$ cat src/rtl/fpu_cmd_master.sv
// ----------------------------------------------------------------------------
// fpu_cmd_master
//
// Bus initiator for a memory-mapped FPU slave. Upstream {A, B, op} requests
// are queued in a small FIFO. For each request the FSM writes operand A
// (0x000), operand B (0x004) and the command word (0x008), one write-strobe
// cycle each. It then samples the FPU result register and returns the result
// with its op on a response channel.
//
// Handshake rule, used on both channels: a transfer happens on a rising edge
// where valid and ready are both high. The producer holds its payload stable
// while valid is high and ready is low. valid never waits on ready.
//
// Ports
//   i_clk, i_reset      clock, synchronous active-high reset
//   i_req_valid/o_req_ready, i_req_a, i_req_b, i_req_op   request channel
//   o_rsp_valid/i_rsp_ready, o_rsp_result, o_rsp_op       response channel
//   o_fpu_cs, o_fpu_addr, o_fpu_wdata, i_fpu_rdata        FPU register bus
//   o_busy              FSM active or requests queued
//   o_state             current FSM state (debug)
// ----------------------------------------------------------------------------
module fpu_cmd_master #(
  parameter int DEPTH = 4
) (
  input  logic        i_clk,
  input  logic        i_reset,
  input  logic        i_req_valid,
  output logic        o_req_ready,
  input  logic [31:0] i_req_a,
  input  logic [31:0] i_req_b,
  input  logic [1:0]  i_req_op,
  output logic        o_rsp_valid,
  input  logic        i_rsp_ready,
  output logic [31:0] o_rsp_result,
  output logic [1:0]  o_rsp_op,
  output logic        o_fpu_cs,
  output logic [12:0] o_fpu_addr,
  output logic [31:0] o_fpu_wdata,
  input  logic [31:0] i_fpu_rdata,
  output logic        o_busy,
  output logic [2:0]  o_state
);

  localparam int AW = $clog2(DEPTH);
  localparam int CW = AW + 1;

  localparam logic [12:0] ADDR_A   = 13'h000;
  localparam logic [12:0] ADDR_B   = 13'h004;
  localparam logic [12:0] ADDR_CMD = 13'h008;

  typedef enum logic [2:0] {
    S_IDLE   = 3'd0,
    S_WR_A   = 3'd1,
    S_WR_B   = 3'd2,
    S_WR_CMD = 3'd3,
    S_RD     = 3'd4,
    S_RESP   = 3'd5
  } state_t;

  // --------------------------------------------------------------------------
  // Request FIFO
  // --------------------------------------------------------------------------
  // Each entry holds {op, a, b}.
  logic [65:0]   r_mem [DEPTH];
  logic [AW-1:0] r_wr_ptr;
  logic [AW-1:0] r_rd_ptr;
  logic [CW-1:0] r_count;

  state_t        r_state;

  logic          w_req_ready;
  logic          w_push;
  logic          w_pop;
  logic          w_fifo_nz;
  logic [65:0]   w_head;
  logic [1:0]    w_head_op;
  logic [31:0]   w_head_a;
  logic [31:0]   w_head_b;

  // Ready depends only on occupancy. A pop in the same cycle does not make
  // room for a push when the FIFO is full. Ready is forced low while reset
  // is held.
  assign w_req_ready = !i_reset && (r_count < CW'(DEPTH));
  assign w_push      = i_req_valid && w_req_ready;
  assign w_fifo_nz   = (r_count != '0);

  // The FIFO pops only when the FSM takes a new job: from IDLE, or
  // straight from RESP when the current result is handed off.
  assign w_pop = w_fifo_nz &&
                 ((r_state == S_IDLE) || ((r_state == S_RESP) && i_rsp_ready));

  assign w_head    = r_mem[r_rd_ptr];
  assign w_head_op = w_head[65:64];
  assign w_head_a  = w_head[63:32];
  assign w_head_b  = w_head[31:0];

  // The storage array needs no reset. Occupancy is tracked by r_count alone.
  always_ff @(posedge i_clk) begin
    if (w_push) begin
      r_mem[r_wr_ptr] <= {i_req_op, i_req_a, i_req_b};
    end
  end

  // The pointers are AW bits wide and DEPTH is a power of two, so they wrap
  // on their own.
  always_ff @(posedge i_clk) begin
    if (i_reset) begin
      r_wr_ptr <= '0;
      r_rd_ptr <= '0;
      r_count  <= '0;
    end else begin
      if (w_push) r_wr_ptr <= r_wr_ptr + 1'b1;
      if (w_pop)  r_rd_ptr <= r_rd_ptr + 1'b1;
      case ({w_push, w_pop})
        2'b10:   r_count <= r_count + 1'b1;
        2'b01:   r_count <= r_count - 1'b1;
        default: r_count <= r_count;
      endcase
    end
  end

  // --------------------------------------------------------------------------
  // Sequencer FSM with registered bus and response outputs
  // --------------------------------------------------------------------------
  logic [31:0] r_a;
  logic [31:0] r_b;
  logic [1:0]  r_op;
  logic        r_fpu_cs;
  logic [12:0] r_fpu_addr;
  logic [31:0] r_fpu_wdata;
  logic        r_rsp_valid;
  logic [31:0] r_rsp_result;
  logic [1:0]  r_rsp_op;

  // Bus outputs are registered. Each transition therefore loads the values
  // that belong to the state being entered.
  always_ff @(posedge i_clk) begin
    if (i_reset) begin
      r_state      <= S_IDLE;
      r_a          <= '0;
      r_b          <= '0;
      r_op         <= '0;
      r_fpu_cs     <= 1'b0;
      r_fpu_addr   <= '0;
      r_fpu_wdata  <= '0;
      r_rsp_valid  <= 1'b0;
      r_rsp_result <= '0;
      r_rsp_op     <= '0;
    end else begin
      case (r_state)
        S_IDLE: begin
          if (w_pop) begin
            r_a         <= w_head_a;
            r_b         <= w_head_b;
            r_op        <= w_head_op;
            r_fpu_cs    <= 1'b1;
            r_fpu_addr  <= ADDR_A;
            r_fpu_wdata <= w_head_a;
            r_state     <= S_WR_A;
          end
        end

        S_WR_A: begin
          r_fpu_cs    <= 1'b1;
          r_fpu_addr  <= ADDR_B;
          r_fpu_wdata <= r_b;
          r_state     <= S_WR_B;
        end

        S_WR_B: begin
          r_fpu_cs    <= 1'b1;
          r_fpu_addr  <= ADDR_CMD;
          r_fpu_wdata <= {30'b0, r_op};
          r_state     <= S_WR_CMD;
        end

        // The FPU updates its result register on the edge that ends the
        // command write, so the result is valid throughout RD.
        S_WR_CMD: begin
          r_fpu_cs    <= 1'b0;
          r_fpu_addr  <= '0;
          r_fpu_wdata <= '0;
          r_state     <= S_RD;
        end

        S_RD: begin
          r_rsp_result <= i_fpu_rdata;
          r_rsp_op     <= r_op;
          r_rsp_valid  <= 1'b1;
          r_state      <= S_RESP;
        end

        // The result and op registers are written only in RD. They stay
        // stable while the consumer stalls.
        S_RESP: begin
          if (i_rsp_ready) begin
            r_rsp_valid <= 1'b0;
            if (w_fifo_nz) begin
              r_a         <= w_head_a;
              r_b         <= w_head_b;
              r_op        <= w_head_op;
              r_fpu_cs    <= 1'b1;
              r_fpu_addr  <= ADDR_A;
              r_fpu_wdata <= w_head_a;
              r_state     <= S_WR_A;
            end else begin
              r_state <= S_IDLE;
            end
          end
        end

        default: begin
          r_fpu_cs    <= 1'b0;
          r_fpu_addr  <= '0;
          r_fpu_wdata <= '0;
          r_rsp_valid <= 1'b0;
          r_state     <= S_IDLE;
        end
      endcase
    end
  end

  assign o_req_ready  = w_req_ready;
  assign o_rsp_valid  = r_rsp_valid;
  assign o_rsp_result = r_rsp_result;
  assign o_rsp_op     = r_rsp_op;
  assign o_fpu_cs     = r_fpu_cs;
  assign o_fpu_addr   = r_fpu_addr;
  assign o_fpu_wdata  = r_fpu_wdata;
  assign o_busy       = (r_state != S_IDLE) || w_fifo_nz;
  assign o_state      = r_state;

endmodule

$ cat config.mk
export PLATFORM = sky130hd
export DESIGN_NAME = fpu_cmd_master
export DESIGN_NICKNAME = d
export VERILOG_FILES = /design/src/rtl/fpu_cmd_master.sv
export SDC_FILE = /design/constraint.sdc
export NUM_CORES = 1
export LEC_CHECK = 0
export ABC_AREA = 1
export BUFFER_PORTS_ARGS = -buffer_cell sky130_fd_sc_hd__buf_2
export CAP_MARGIN = 10
export CORE_ASPECT_RATIO = 1.1
export CORE_MARGIN = 2
export CORE_UTILIZATION = 57
export CTS_CLUSTER_DIAMETER = 40
export CTS_CLUSTER_SIZE = 8
export DETAILED_ROUTE_END_ITERATION = 10
export GPL_TIMING_DRIVEN = 0
export HOLD_SLACK_MARGIN = 0.03
export PLACE_DENSITY = 0.79
export REMOVE_ABC_BUFFERS = 1
export SETUP_SLACK_MARGIN = 0.1
export SYNTH_ARGS = -nofsm -noshare
export SYNTH_HDL_FRONTEND = slang
export SYNTH_SLANG_ARGS = --single-unit
$ cat constraint.sdc
create_clock -name i_clk -period 5.2 [get_ports i_clk]
set_clock_uncertainty 0.05 [all_clocks]
set_input_delay 0.78 -clock i_clk [delete_from_list [all_inputs] [get_ports i_clk]]
set_output_delay 0.78 -clock i_clk [all_outputs]
set_load 0.01 [all_outputs]
==> impl_results.md, run 1 <==
* Top-count cell post-synth: nand2_1
* Switching Fraction at between 30% and 40%
* Reg area at between 10000 and 15000 um2
* Die height at 172 um
* Max Cap Violations at 0
* Core Region at about 25000 um2
* Critical path class: register to register
* Antenna violations before repair at 6
* Top cells by area, synth: edfxtp_1 (54%), dfxtp_1 (16%), nand2_1 (8.9%), nor2_1 (4.0%), o21ai_0 (3.6%)
* Reg-to-reg slack, setup at about 1.8 ns
* Final setup fails at 0
* Detailed placement HPWL at 17900 um
* Clock latency on the worst-skew pair at around 0.56 ns
* Hold path cells at 1
* Fin area at about 17000 um2
* Die area at between 20000 and 30000 um2
* Synth top area share at between 50% and 60%
* Critical path cell sequence: inv_2 > nand2_2 > o21ai_2 > nand2_4 > clkinv_2 > ha_1 > inv_1 > fa_1 > inv_1 > a21oi_1 > o21ai_0 > xor2_1 > nor2_1
* Most common library cells after synthesis: nand2_1 (345), edfxtp_1 (264), nor2_1 (154)
* Max VDD drop at between 0.4 and 0.5 mV
* Proportion of layout cells with a drive suffix above 1 at 17.7%
* Gpl congestion at ~0.74
* TritonCTS clock tree: built
* P_leak at about 6.7 nW
* Critical Path RT at 5.58 ns
* Drt drc at 0
* Crit path time final at around 3.4 ns
* Critical Path End Type: register
* Htree depth at 2
* Hold buffer count at CTS at 0
* Clk buf depth at 3
* Drt pass-1 iters at 5
* Cell Pwr Density at 574 nW/um2
* IO Pins at around 190
* Clock Root Buffer: clkbuf_16
* Aggregate global routing overflow at 0
* Fin cells at approximately 1900
* Reg2Reg Depth at 13
* Final antenna-violating net count at 0
* Synth area leader: edfxtp_1
* Worst Slack Setup Final at roughly 1.8 ns
* Die width at about 160 um
* PnR Total Power at 9.97 mW
* P_sw at ~3.4 mW
* TNS Setup at 0 ns
* Num rows at 61
* Final core utilization at about 70%
* Startpoint class of the critical path: register
* Headroom to the max-slew limit at 24.9%
* Inst Count DP at 1766
* Avg Synthesized Cell Area at 10.8 um2
* WP data arrival at 3.81 ns
* Vias post-DR at just over 10000
* Setup bufs post-CTS at 0
* First-pass GRT wire length at between 50000 and 60000 um
* Cell area after synthesis at ~15000 um2
* Status: completed
* Slowest CP cell: clkinv_2
* CP max FO at 37
* Area of the multi-input gates at roughly 3800 um2
* Vias in the first global route at 10000
* IO buf count at 176
* Comb pwr share at 27.4%
* Hold crit path type: input port to register
* Initial Util at between 50% and 60%
* CP peak stage delay at between 0.7 and 0.8 ns
* Clock slew at reported path FFs at ~0.05 ns
* Worst R2R End: r_count[2]
* Fillers at 1829
* CTS Sinks at 380
* Synth unique cells at 29
* Clk pwr share at around a third
* Pins Over Slew Limit at 0
* Internal at approximately 6.5 mW
* Placed Area at roughly 16000 um2
* Max Fclk at 0.291 GHz
* Iteration-0 DRC Markers at ~800
* Total Routing Usage GR at between 20% and 30%
* Routed Wire Length at ~33000 um
* Largest net degree at the start of global routing at 75
* Final net count at 1616
* Wire length per cell at roughly 18 um
* Slew @ Worst Pin at about 1.1 ns
* RSZ-0062 raised after global routing: false
* Main flop type after synthesis: edfxtp_1
* Fin Hold WS at around 0.38 ns
* Synthesis-to-layout area growth at 19.2%
* Final Hold Fails at 0
* Min-delay src: i_req_a[14]
* Synth warn at 0
* FF-to-FF Start: o_state[2]
* Hold endpoint: r_mem[0][46]
* Sequential area share after synthesis at 70.3%
* Ys async rst share at 0%
* Post-CTS Resized at 0
* CP Launch Point: o_state[2]
* Tcrit/Tclk final at between 60% and 70%
* Syn Inst Count at 1344
* Via density at between 5 and 6
* #FFs+latches synth at 380
* CP dominant cell by count: inv_1
* Num CTS Buffers at 55
* Number of synthesized flops with an enable pin at 264
* Worst slack at placement at ~1.5 ns
* Seq pwr share at ~40%
worst max-delay path, delay by kind of cell, from the launching register on:
family / cells / cell delay, ns
compound gates: 3 / 0.30
xor+xnor: 1 / 0.15
fa+ha+maj: 2 / 0.66
buf+inv: 4 / 0.97
flops: 1 / 0.54
simple gates: 3 / 0.62
layout by cell type, fill, tap and decap left out, drive strengths merged:
cell type | netlist | layout
a21oi | 77 | 77
a31oi | 1 | 1
buf | 48 | 189
bufinv | 0 | 1
clkbuf | 44 | 94
clkinv | 1 | 4
clkinvlp | 0 | 2
conb | 1 | 11
dfxtp | 116 | 116
diode | 0 | 5
edfxtp | 264 | 264
fa | 1 | 1
ha | 5 | 5
inv | 32 | 33
nand2 | 348 | 348
nand3 | 101 | 101
nor2 | 157 | 157
nor3 | 1 | 1
o21ai | 110 | 110
o22ai | 34 | 34
xor2 | 3 | 3
cell type report:
type / instances / area share (%)
timing repair buffer: 189 / 6.71
tap: 315 / 2.27
clock inverter: 7 / 0.605
clock buffer: 94 / 8.76
inverter: 33 / 0.734
sequential: 380 / 59.0
multi-input combinational: 849 / 21.8
antenna: 5 / 0.0720
power by group through the flow:
stage / Sequential, mW / Clock (mW) / Combinational (mW)
after floorplan: 4.08 / 0 / 1.58
after global placement: 4.09 / 0 / 2.57
after detailed placement: 4.03 / 0 / 2.72
after CTS: 3.98 / 3.30 / 2.75
after global routing: 4.03 / 3.44 / 3.05
final: 3.98 / 3.25 / 2.74
metal layers:
layer	global-route usage, %	wire (um)
met1	30.8	13600
met2	42.9	16300
met4	8.34	709
met3	5.24	2680
met5	0	30
registers in the layout, indices dropped and copies added, names as in the netlist, named ones only:
| signal | cells |
|---|---|
| o_fpu_addr | 2 |
| o_fpu_cs | 1 |
| o_fpu_wdata | 32 |
| o_rsp_op | 2 |
| o_rsp_result | 32 |
| o_rsp_valid | 1 |
| o_state | 3 |
| r_b | 32 |
| r_count | 3 |
| r_mem | 264 |
| r_op | 2 |
| r_rd_ptr | 2 |
| r_wr_ptr | 2 |
worst max-delay path by stage:
stage,end,slack [ns],cells after the start
CTS,r_count[2],1.73,13
global placement,r_mem[0][19],-2.66,4
detailed placement,r_count[2],1.53,13
finish,r_count[2],1.77,13
global route,o_fpu_wdata[18],1.53,7
floorplan,r_mem[0][0],0.68,3
cells by family (layout without fill, tap and decap cells):
logic type | Yosys count | count (layout) | share of synthesized area (%)
xor gates and xnor gates | 3 | 3 | 0.180
AOI/OAI and AO/OA | 222 | 222 | 7.97
other | 1 | 16 | 0.0257
buffers and inverters | 125 | 323 | 4.16
adders and majority gates | 6 | 6 | 0.567
and+or+nand+nor | 607 | 607 | 16.8
DFF | 380 | 380 | 70.3
(Power assumes the default switching activity.)
==> inputs of run 2 (changes only) <==
--- a/config.mk
+++ b/config.mk
@@ -5,7 +5,7 @@
 export SDC_FILE = /design/constraint.sdc
 export NUM_CORES = 1
 export LEC_CHECK = 0
-export ABC_AREA = 1
+export ABC_AREA = 0
 export BUFFER_PORTS_ARGS = -buffer_cell sky130_fd_sc_hd__buf_2
 export CAP_MARGIN = 10
 export CORE_ASPECT_RATIO = 1.1
==> constraint.sdc (replaced) <==
create_clock -name i_clk -period 3.5 [get_ports i_clk]
set_clock_uncertainty 0.05 [all_clocks]
set_input_delay 0.525 -clock i_clk [delete_from_list [all_inputs] [get_ports i_clk]]
set_output_delay 0.525 -clock i_clk [all_outputs]
set_load 0.01 [all_outputs]
==> impl_results.md, run 2 <==
* Slowest CP cell: dfxtp_2
* TritonCTS clock tree: built
* CP max FO at 36
* Initial Util at 58.3%
* Crit path time final at 3.22 ns
* Clock latency on the worst-skew pair at ~0.55 ns
* Inst Count DP at 1378
* Synth area leader: edfxtp_1
* Max Fclk at 0.311 GHz
* Drt drc at 0
* Iteration-0 DRC Markers at 677
* Fillers at around 1600
* Final Hold Fails at 0
* Slew @ Worst Pin at between 1 and 1.5 ns
* Hold endpoint: r_mem[1][37]
* Synth unique cells at 47
* Hold buffer count at CTS at 0
* Detailed placement HPWL at between 15000 and 20000 um
* Sequential area share after synthesis at between 70% and 80%
* Largest net degree at the start of global routing at ~70
* Status: completed
* Largest register FFs at 264
* Main flop type after synthesis: edfxtp_1
* Final setup fails at 0
* Mux contribution to synthesized area at between 10% and 20%
* Compound-Gate Fraction of Synth Area at 7.33%
* Vias post-DR at 8680
* Final core utilization at between 70% and 80%
* Reg2Reg Depth at 10
* Synthesis-to-layout area growth at 20.1%
* Worst R2R End: r_count[2]
* Routed Wire Length at 30900 um
* Synth Area in Simple Gates at between 6 and 7%
* Clock Root Buffer: clkbuf_16
* Max Cap Violations at 0
* Aggregate global routing overflow at 0
* Clock slew at reported path FFs at roughly 0.050 ns
* Syn Inst Count at 941
* Most frequent cells in the layout: edfxtp_1 (264), buf_2 (175), nand2_1 (168)
* Hold path cells at 1
* Top-count cell post-synth: edfxtp_1
* Gpl congestion at roughly 0.72
* Post-synthesis xor/xnor area fraction at less than 1%
* CTS Sinks at 380
* First-pass GRT wire length at approximately 48000 um
* #FFs+latches synth at 380
* Reg-to-reg slack, setup at approximately 0.28 ns
* Wire length per cell at 20.8 um
* Antenna violations before repair at 6
* Drt pass-1 iters at 5
* Number of synthesized flops with an enable pin at ~260
* Cell area after synthesis at 14300 um2
* FF-to-FF Start: o_state[0]
* Most common library cells after synthesis: edfxtp_1 (264), nand2_1 (168), dfxtp_1 (116)
* Min-delay src: i_req_a[5]
* Max VDD drop at approximately 0.58 mV
* Largest family of logic cells by synthesized area: multiplexers
* P_leak at ~6 nW
* WP data arrival at about 3.6 ns
* Clk buf depth at 3
* Adder-Cell Fraction of Synth Area at 0.577%
* Cell Pwr Density at 823 nW/um2
* Num CTS Buffers at 55
* Ys async rst share at 0%
* CP peak stage delay at a little under 0.6 ns
* Most common cell after layout, fill and taps aside: edfxtp_1
* Fin cells at 1480
* Critical path cell sequence: nand3_1 > a211o_2 > buf_12 > clkinv_4 > ha_1 > inv_1 > fa_1 > xor2_1 > or3_1 > a21oi_1
* Die width at ~160 um
* Die height at ~170 um
* Final net count at around 1200
* Synth warn at 0
* Startpoint class of the critical path: register
* IO Pins at ~190
* Critical Path RT at roughly 3.9 ns
* Critical Path End Type: register
* Proportion of layout cells with a drive suffix above 1 at 28.7%
* Total Routing Usage GR at between 20% and 30%
* RSZ-0062 raised after global routing: false
* Top cells by area, synth: edfxtp_1 (55%), dfxtp_1 (16%), mux4_2 (10%), nand2_1 (4.4%), a21oi_1 (3.7%)
* Via density at 5.86
* IO buf count at roughly 180
* Die area at between 20000 and 30000 um2
* Biggest register: r_mem
* Core Region at roughly 25000 um2
* Num rows at 60
* Synth top area share at 55.4%
* Vias in the first global route at 8653
* Htree depth at 2
* Avg Synthesized Cell Area at about 15 um2
* Headroom to the max-slew limit at between 20% and 30%
* Final antenna-violating net count at 0
* Hold crit path type: input port to register
* Worst slack at placement at -0.341 ns
* Tcrit/Tclk final at between 90% and 100%
* Pins Over Slew Limit at 0
* Worst Slack Setup Final at between 0.2 and 0.3 ns
* Critical path class: register to register
==> run 2: changes by cell type in the layout (fill, tap and decap cells not counted), moves of 7 or more <==
cell	before	now
nand2_1	344	168
nor2_1	150	17
nand3_1	100	2
o21ai_0	106	32
mux4_2	0	66
o22ai_1	34	1
a21oi_1	77	104
a32o_1	0	25
inv_1	26	9
and3_1	0	7
buf_12	10	3
==> run 2: metal layers <==
layer  vias to the layer above  track usage, %  routed length (um)
li1                       3923               -                   -
met5                         -               0                  60
met2                       386            39.5               15000
met3                        88            6.39                2530
met4                         8            8.74                 915
met1                      4275            30.2               12400
==> run 2: worst max-delay path by stage <==
stage,start,to,slack [ns]
4_1_cts,o_state[2],r_count[2],0.24
3_3_place_gp,register,o_fpu_wdata[3],-1.97
3_5_place_dp,o_state[2],r_count[2],-0.34
5_1_grt,o_state[0],r_count[2],0.11
2_1_floorplan,register,o_fpu_wdata[0],-0.55
6_report,o_state[0],r_count[2],0.28
==> run 2: where the power goes <==
group          internal [mW]  switching (mW)
registers               5.35           0.431
logic                   1.52            2.03
clock network           3.01            1.81
==> run 2: cell type report <==
class	count	area (um2)	share of cell area [%]
inverters	10	42.5	0.247
well taps	310	388	2.25
repair buffers	189	1180	6.84
flip-flops and latches	380	10300	59.7
clock inverters	4	42.5	0.247
diodes	1	2.50	0.0145
clock buffers	97	1580	9.16
multi-input cells	489	3710	21.6
==> run 2: repair_timing <==
action                                  in CTS  in global routing
endpoints found under the setup margin       2                  1
hold endpoints to repair                     0                  0
resized for setup                            3                  1
setup buffers                                0                  0
==> run 2: kinds of logic (layout without fill, tap and decap cells) <==
| group | Yosys count | in the layout |
|---|---|---|
| flip-flops | 380 | 380 |
| AND/OR/NAND/NOR | 224 | 224 |
| AO/OA/AOI/OAI | 176 | 176 |
| buffers and inverters | 82 | 300 |
| multiplexers | 66 | 66 |
| adder cells (fa/ha/maj) | 6 | 6 |
| XOR/XNOR | 6 | 6 |
| other | 1 | 12 |
==> run 2: per-stage QoR <==
| stage | setup TNS [ns] | hold WS [ns] | power, mW | cell area [um2] |
|---|---|---|---|---|
| 4_1_cts | 0 | 0.118 | 14.3 | 17200 |
| 3_5_place_dp | -0.457 | 0.394 | 9.41 | 15600 |
| 6_report | 0 | 0.136 | 14.2 | 17200 |
| 5_1_grt | 0 | 0.121 | 14.8 | 17200 |
| 3_3_place_gp | -605.65 | 0.386 | 9.21 | 15200 |
| 2_1_floorplan | -24.96 | 0.376 | 7.97 | 14000 |
==> run 2: critical path: cells and delay by family (launching register included) <==
family          cells  cell delay [ns]
compound gates      2             0.58
buf+inv             3             0.59
xor+xnor            1             0.18
fa+ha+maj           2             0.62
simple gates        2             0.49
flops               1             0.59
